<file path="config.mk">
export PLATFORM = sky130hd
export DESIGN_NAME = lpc_excitation_gen
export DESIGN_NICKNAME = d
export VERILOG_FILES = /design/src/rtl/lpc_pkg.sv /design/src/rtl/lpc_lfsr16.sv /design/src/rtl/lpc_excitation_gen.sv
export SDC_FILE = /design/constraint.sdc
export NUM_CORES = 1
export LEC_CHECK = 0
export ABC_AREA = 1
export BUFFER_PORTS_ARGS = -buffer_cell sky130_fd_sc_hd__buf_2
export CORE_UTILIZATION = 41
export CTS_CLUSTER_DIAMETER = 30
export DETAILED_ROUTE_END_ITERATION = 8
export GPL_ROUTABILITY_DRIVEN = 0
export HOLD_SLACK_MARGIN = 0.15
export PLACE_DENSITY_LB_ADDON = 0.15
export SLEW_MARGIN = 5
export SYNTH_ARGS = -nofsm -noshare
export SYNTH_HDL_FRONTEND = slang
export SYNTH_SLANG_ARGS = --single-unit
</file>
<file path="constraint.sdc">
create_clock -name clk -period 11.95 [get_ports clk]
set_input_delay 0.5975 -clock clk [delete_from_list [all_inputs] [get_ports clk]]
set_output_delay 0.5975 -clock clk [all_outputs]
set_load 0.1 [all_outputs]
</file>
<file path="src/rtl/lpc_pkg.sv">
// Shared types and constants for the LPC excitation generator.
package lpc_pkg;

  localparam int unsigned DATA_W = 16;
  localparam int unsigned PROD_W = 32;
  localparam int unsigned CNT_W  = 10;

  localparam logic [15:0] LFSR_MASK = 16'hB400;

  typedef enum logic {
    IDLE,
    RUN
  } state_t;

  // One Galois step: shift right, fold the mask in when a 1 falls out.
  function automatic logic [15:0] lfsr_step(input logic [15:0] s);
    logic [15:0] n;
    n = {1'b0, s[15:1]};
    if (s[0]) n = n ^ LFSR_MASK;
    return n;
  endfunction

endpackage

</file>
<file path="src/rtl/lpc_lfsr16.sv">
// 16-bit Galois LFSR noise source, advanced one step per enable.
module lpc_lfsr16
  import lpc_pkg::*;
#(
  parameter logic [15:0] SEED = 16'hACE1
) (
  input  logic        clk,
  input  logic        rst,
  input  logic        en,
  output logic [15:0] lfsr
);

  // State register; reloads the seed on reset, steps only when enabled.
  always_ff @(posedge clk or negedge rst) begin
    if (!rst) lfsr <= SEED;
    else if (en) lfsr <= lfsr_step(lfsr);
  end

endmodule

</file>
<file path="src/rtl/lpc_excitation_gen.sv">
// Excitation source for the LPC synthesis filter: impulse train for voiced
// frames, scaled LFSR noise for unvoiced frames, one sample per sample_tick.
module lpc_excitation_gen
  import lpc_pkg::*;
#(
  parameter int unsigned FRAME_LEN   = 180,
  parameter int unsigned NOISE_SHIFT = 2,
  parameter logic [15:0] LFSR_SEED   = 16'hACE1
) (
  input  logic              clk,
  input  logic              rst,
  input  logic              sample_tick,
  input  logic              prm_valid,
  output logic              prm_ready,
  input  logic [7:0]        prm_pitch,
  input  logic [DATA_W-1:0] prm_gain,
  output logic [DATA_W-1:0] x,
  output logic              v,
  output logic              frame_start,
  output logic              underrun
);

  localparam logic [CNT_W-1:0] LAST_IDX = CNT_W'(FRAME_LEN - 1);

  state_t state_q, state_d;

  logic                     pending;
  logic [7:0]               sh_pitch;
  logic [DATA_W-1:0]        sh_gain;
  logic [7:0]               act_pitch;
  logic [DATA_W-1:0]        act_gain;
  logic [7:0]               phase;
  logic [CNT_W-1:0]         cnt;
  logic [15:0]              lfsr;

  logic                     accept;
  logic                     emit;
  logic                     load;
  logic                     last;
  logic                     carry;
  logic [7:0]               eff_pitch;
  logic signed [DATA_W-1:0] eff_gain;
  logic [7:0]               ph_eff;
  logic [7:0]               phase_d;
  logic signed [DATA_W-1:0] noise;
  logic signed [PROD_W-1:0] prod;
  logic [DATA_W-1:0]        sample;
  logic                     unused_prod;

  assign prm_ready   = ~pending;
  assign accept      = prm_valid & ~pending;
  assign unused_prod = ^{prod[PROD_W-1], prod[14:0]};

  // State register.
  always_ff @(posedge clk or negedge rst) begin
    if (!rst) state_q <= IDLE;
    else      state_q <= state_d;
  end

  // Next state plus per-tick emit/load/end-of-frame decode.
  // A RUN tick with cnt==0 is always a frame boundary, and pending is
  // guaranteed set there because RUN is only kept past the last sample
  // when a set was waiting.
  always_comb begin
    state_d = state_q;
    emit    = 1'b0;
    load    = 1'b0;
    last    = 1'b0;
    case (state_q)
      IDLE: begin
        if (sample_tick && pending) begin
          emit    = 1'b1;
          load    = 1'b1;
          state_d = RUN;
        end
      end
      RUN: begin
        if (sample_tick) begin
          emit = 1'b1;
          load = (cnt == '0);
          last = (cnt == LAST_IDX);
          if (last && !pending) state_d = IDLE;
        end
      end
      default: state_d = IDLE;
    endcase
  end

  // Sample datapath: effective parameters, pitch phase and noise scaling.
  always_comb begin
    eff_pitch = load ? sh_pitch : act_pitch;
    eff_gain  = load ? sh_gain  : act_gain;
    carry     = (state_q == RUN) && (act_pitch != '0);
    ph_eff    = phase;
    if (load && (!carry || phase >= sh_pitch)) ph_eff = '0;
    phase_d = '0;
    if (eff_pitch != '0 && ph_eff != eff_pitch - 8'd1) phase_d = ph_eff + 8'd1;
    noise  = $signed(lfsr) >>> NOISE_SHIFT;
    prod   = PROD_W'(noise) * PROD_W'(eff_gain);
    sample = '0;
    if (eff_pitch == '0)   sample = prod[30:15];
    else if (ph_eff == '0) sample = eff_gain;
  end

  // Parameter shadow register; negative gains are clamped on the way in.
  always_ff @(posedge clk or negedge rst) begin
    if (!rst) begin
      pending  <= 1'b0;
      sh_pitch <= '0;
      sh_gain  <= '0;
    end else if (accept) begin
      pending  <= 1'b1;
      sh_pitch <= prm_pitch;
      sh_gain  <= prm_gain[DATA_W-1] ? '0 : prm_gain;
    end else if (load) begin
      pending  <= 1'b0;
    end
  end

  // Active parameter set, sample counter and pitch phase.
  always_ff @(posedge clk or negedge rst) begin
    if (!rst) begin
      act_pitch <= '0;
      act_gain  <= '0;
      cnt       <= '0;
      phase     <= '0;
    end else if (emit) begin
      if (load) begin
        act_pitch <= sh_pitch;
        act_gain  <= sh_gain;
      end
      cnt   <= last ? '0 : cnt + CNT_W'(1);
      phase <= phase_d;
    end
  end

  // Registered outputs and the sticky underrun flag.
  always_ff @(posedge clk or negedge rst) begin
    if (!rst) begin
      x           <= '0;
      v           <= 1'b0;
      frame_start <= 1'b0;
      underrun    <= 1'b0;
    end else begin
      v           <= emit;
      frame_start <= load;
      if (emit) x <= sample;
      if (last && !pending) underrun <= 1'b1;
    end
  end

  lpc_lfsr16 #(.SEED(LFSR_SEED)) u_lfsr (
    .clk  (clk),
    .rst  (rst),
    .en   (emit),
    .lfsr (lfsr)
  );

endmodule
</file>
# Word-level counts from Yosys, hierarchy flattened
# Cells that the tools add are included.
[classes] add_sub_neg=3 mul=1 div_mod_pow=0 order_cmp=1 eq_ne=2 shifts=0 muxes=21 bitwise_logic=4 n_reduce_logical=15
[op_table] operator="$mux 16" count=4
[op_table] operator="$mul 14x16->30" count=1
[op_table] operator="$mux 8" count=3
[op_table] operator="$logic_not 8->1" count=2
[op_table] operator="$reduce_bool 8->1" count=2
[op_table] operator="$mux 15" count=1
[op_table] operator="$add 10x1->10 const B" count=1
[op_table] operator="$eq 10x8->1 const B" count=1
[op_table] operator="$logic_not 10->1" count=1
[op_table] operator="$mux 10" count=1
[op_table] operator="$mux 1" count=9
[op_table] operator="$add 8x1->8 const B" count=1
[op_table] operator="$ge 8x8->1" count=1
[op_table] operator="$ne 8x8->1" count=1
[op_table] operator="$sub 8x1->8 const B" count=1
[op_table] operator="$logic_and 1x1->1" count=6
[op_table] operator="$pmux 1 s2" count=3
[op_table] operator="$not 3->4" count=1
[op_table] operator="$logic_not 1->1" count=2
[op_table] operator="$not 1->1" count=2
[op_table] operator="$reduce_bool 2->1" count=1
[op_table] operator="$and 1x1->1" count=1
[op_table] operator="$logic_or 1x1->1" count=1
[word_totals] regBits=103 latch_bits=0 ram_bits=0 mem_bits_ro=0 inputBits=28 out_inout_bits=20 word_cells=60 n_memories=0

# Logic depth before layout (Yosys ltp)
[depth] depth_word=9 depth_mapped=38 mapped_depth_nobuf=34

# Cells and area by module
# A second synthesis with hierarchy kept.
[hier_totals] hier_cells=1679 hier_area_um2=13525.5
[by_module_without_submodules] module="lpc_excitation_gen" instances=1 cells_each=1605 area_per_inst_um2=12853.6 seq_area_each_um2=2152.1
[by_module_without_submodules] module="lpc_lfsr16" instances=1 cells_each=74 area_per_inst_um2=671.9 seq_area_each_um2=410.4

# Worst setup path after synthesis
# No wires, ideal clock.
[synth_timing] path_type="register to register" from="register cnt[0]" to="register x[7]" setup_ps=78 t_arrival_ps=6515 required_time_ps=11872 setup_slack_ps=5358 path_stages_with_launch=33 path_buffers=4 period_less_slack_ps=6592 cell_sequence="dfrtp_1 inv_1 ha_1 nand2_1 nor2_1 nand3_4 nand2_4 buf_12 buf_8 buf_6 buf_6 nand2_1 o21ai_2 clkinv_1 nor2_1 fa_1 fa_1 fa_1 fa_1 fa_1 inv_1 fa_1 inv_1 ha_1 nand2_1 inv_1 nand3_1 nor2_1 a2111oi_0 nand2_1 nand2_1 nand3_1 a21oi_1"
[synth_between] elab_chain_cells=8 elab_cells_between_ends=12 classes_between="mul (1); mux (7); reduce/logical (4)"
[synth_lines] element="start, declared" line_no="lpc_excitation_gen.sv:33" rtl="logic [CNT_W-1:0] cnt;"
[synth_lines] element="start signal, assigned" line_no="lpc_excitation_gen.sv:132" rtl="cnt <= last ? '0 : cnt + CNT_W'(1);"
[synth_lines] element="$logic_not 10->1 *" line_no="lpc_excitation_gen.sv:80" rtl="load = (cnt == '0);"
[synth_lines] element="$mux 1 *" line_no="lpc_excitation_gen.sv:78" rtl="if (sample_tick) begin"
[synth_lines] element="$pmux 1 s2 *" line_no="lpc_excitation_gen.sv:69" rtl="case (state_q)"
[synth_lines] element="named net load" line_no="lpc_excitation_gen.sv:38" rtl="logic load;"
[synth_lines] element="branches (longest 4 deep; another with $mul 14x16->30)"
[synth_lines] element="$mux 16 *" line_no="lpc_excitation_gen.sv:101" rtl="if (eff_pitch == '0) sample = prod[30:15];"
[synth_lines] element="end signal, assigned" line_no="lpc_excitation_gen.sv:147" rtl="if (emit) x <= sample;"
[synth_lines] element="end, declared" line_no="lpc_excitation_gen.sv:17" rtl="output logic [DATA_W-1:0] x,"
# Mark *: on every way through the listed nets, which the timed path passes.
# A chain may end at the register's enable or synchronous reset.

# Final worst setup path
[layout_timing] from="register cnt[0]" to="register x[13]"
[layout_between] elab_chain_cells=8 elab_cells_between_ends=12 classes_between="mul (1); mux (7); reduce/logical (4)"
[layout_lines] element="$logic_not 10->1 *" line_no="lpc_excitation_gen.sv:80"
[layout_lines] element="$mux 1 *" line_no="lpc_excitation_gen.sv:78"
[layout_lines] element="$pmux 1 s2 *" line_no="lpc_excitation_gen.sv:69"
[layout_lines] element="branches (longest 4 deep; another with $mul 14x16->30)"
[layout_lines] element="$mux 16 *" line_no="lpc_excitation_gen.sv:101"
# Mark *: on every way between the ends.

==> impl_summary.log <==
[metrics] register area share after synthesis: between 10% and 20%
[metrics] Tmin final: ~7600 ps
[metrics] number of fill cells: roughly 3300
[metrics] Max Cap Violations: 0
[metrics] post-synthesis sequential element count: around 100
[metrics] antenna violation net count after detailed routing: 0
[metrics] final setup violation count: 0
[metrics] IO Pins: 48
[metrics] Post-CTS Setup Bufs: 0
[metrics] quantity of I/O buffers inserted on ports: 47
[metrics] ratio of cells with drive above 1 in the final layout: 6.99%
[metrics] highest clock rate: between 100 and 150 MHz
[metrics] setup TNS: 0 ps
[metrics] TritonCTS clock tree: yes
[metrics] largest net degree at the start of global routing: 72
[metrics] async set-or-reset flop fraction in the synthesized netlist: 100%
[metrics] synthesized area per cell: 8.11 um^2
[metrics] die boundary width: between 150 and 200 um
[metrics] Clock Tree Buf Depth: 2
[metrics] maximum net fanout on the critical path: 55
[metrics] kind of end point of the critical path: register
[metrics] H-tree Lvls: 3
[metrics] placed cell area: approximately 0.014 mm^2
[metrics] non-filler cells in the finished layout: ~2100
[metrics] routed wire length: 35.3 mm
[metrics] required time worst endpoint: about 12000 ps
[metrics] transition time of the tightest slew-check pin: 745 ps
[metrics] global route total overflow: 0
[metrics] most used flip-flop cell after synthesis: dfrtp_1
[metrics] vias in the first global route: between 10000 and 15000
[metrics] run status: completed
[metrics] fin nets: roughly 2000
[metrics] total area of multi-input combinational cells: between 0.009 and 0.01 mm^2
[metrics] CTS sink cnt: a little over 100
[metrics] startpoint kind of the worst setup timing path: register
[metrics] Max stage delay on crit path: around 550 ps
[metrics] cell area after synthesis: roughly 0.013 mm^2
[metrics] iteration-0 DRC count of the detailed router: about 560
[metrics] final worst path period share: a little under two thirds
[metrics] Crit Path Category: register to register
[metrics] Hold-fix buffers, CTS: 0
[metrics] number of library cell types mapped by synthesis: between 40 and 50
[metrics] cell at the root of the clock tree: clkbuf_16
[metrics] unrepaired setup endpoints after global routing: false
[metrics] height of the chip: between 150 and 200 um
[metrics] Design Area, Final: roughly 0.014 mm^2
[metrics] Hold Vio Cnt, Final: 0
[metrics] most common cell after layout, fill and taps aside: inv_1
[metrics] fin. max-slew vios: 0
[metrics] floorplan die area: ~0.033 mm^2
[metrics] number of buffers created by CTS: 9
[metrics] number of antenna violations at the first check in global routing: 0
[metrics] data arrival at the endpoint of the critical path: just under 8000 ps
[metrics] headroom to the max-slew limit: between 50% and 60%
[metrics] area grow syn2layout: 6.79%
[metrics] Clock Skews: approximately 8.9 ps
[metrics] number of nets produced by synthesis: 1973
[metrics] first-pass iteration count of the detailed router: 5
[metrics] register area: between 0.002 and 0.003 mm^2
[metrics] type of the tightest min-delay check: input port to asynchronous set/reset pin
[metrics] number of placed instances with taps included: between 2000 and 2500
[metrics] via total after detailed routing: 10500
[metrics] minimum hold slack: between 200 and 250 ps
[metrics] commonest cells after routing, fill and taps aside: inv_1, nand2_1, fa_1
[metrics] Core Rows: 65
[metrics] clock transition at the registers of the reported paths: about 80 ps
[metrics] Synth Warn #: 0
[metrics] number of instances in the synthesized netlist: about 1600
[metrics] clock latency on the worst-skew pair: about 370 ps
[metrics] HPWL after detailed placement: between 20 and 30 mm
[metrics] total track usage: between 20% and 30%
[metrics] post-detailed-route via-to-cell ratio: a little under 5
[metrics] Post-synth EDFFs: 0
[metrics] wire length per cell after detailed routing: ~17 um
[metrics] critical path's slowest cell: clkinv_1
[metrics] Core Footprint: 0.0318 mm^2
[metrics] DRC viols: 0
[metrics] Gates resized, CTS repair: 0
[metrics] first-pass GRT wire length: slightly below 60 mm
[metrics] effective utilization at floorplan: 42.0%
[metrics] antenna diode count: 0
## routing by layer
metal	routed length, um	up-vias	global-route usage, %
li1	-	4981	-
met1	14900	5223	28.1
met2	17700	213	40.7
met3	1530	63	3.83
met4	1090	0	8.17
met5	0	-	0
## final timing paths
path                       depth (start not counted)  slack [ps]         start           to
min in group clk                                   3         430  prm_pitch[7]  sh_pitch[7]
max                                               31        4320        cnt[0]        x[13]
min                                                1         230           rst  sh_pitch[4]
max reg2reg                                       31        4320        cnt[0]        x[13]
min reg2reg                                        1         470        cnt[9]       cnt[9]
max in group asynchronous                          2       10520           rst         x[8]
## registers in the layout, indices dropped and copies added, names as in the netlist
signal,count
pending,1
cnt,10
frame_start,1
sh_gain,15
state_q,1
sh_pitch,8
x,16
act_gain,16
phase,8
act_pitch,8
u_lfsr.lfsr,16
underrun,1
v,1
## cell usage after synthesis, drive strengths merged (2+ instances only)
cell,count,area (um^2)
nand3b,4,30.0
a21oi,55,279
xnor2,8,70.1
a2111oi,2,17.5
nor3,15,75.1
fa,218,4360
clkbuf,29,109
a21o,3,22.5
o21ai,99,559
o21a,4,30.0
nor2,210,803
nand2,323,1230
clkinv,5,18.8
o31ai,3,27.5
ha,82,1030
a31oi,4,25.0
a211oi,2,15.0
buf,8,83.8
inv,374,1400
nor3b,2,15.0
dfstp,8,210
nor4,3,18.8
nand4,9,56.3
xor2,16,140
dfrtp,94,2350
nand3,60,328
## cell families (layout without fill, tap and decap cells)
kind of cell    count (synthesis)  in the layout  share of synthesized area, %
flops                         102            102                          19.2
compound gates                176            176                          7.55
buf+inv                       416            445                          12.1
fa+ha+maj                     300            300                          40.4
simple gates                  627            627                          19.2
xor+xnor                       24             24                          1.57
## per-stage QoR
| stage | worst slack (ps) | utilization (%) |
|---|---|---|
| 2_1_floorplan | 5360 | - |
| 3_3_place_gp | 4310 | 43.9 |
| 3_5_place_dp | 4220 | 43.9 |
| 4_1_cts | 4320 | 44.8 |
| 5_1_grt | 3750 | 44.8 |
| 6_report | 4320 | 44.8 |
## layout make-up
type	instances	share of cell area, %
multi-input combinational	1127	64.4
inverter	379	9.98
sequential	102	18.0
tap	435	3.82
timing repair buffer	50	1.83
clock inverter	6	0.439
clock buffer	10	1.61
## worst max-delay path, delay by kind of cell, from the launching register on
kind	cells	cell delay, ps
AO/OA/AOI/OAI	3	810
flip-flops	1	410
adder cells (fa/ha/maj)	8	3230
AND/OR/NAND/NOR	13	2110
buffers and inverters	7	970
Power is not shown: default switching activity piles up to over one toggle a cycle in this logic, so the estimate is an artifact.
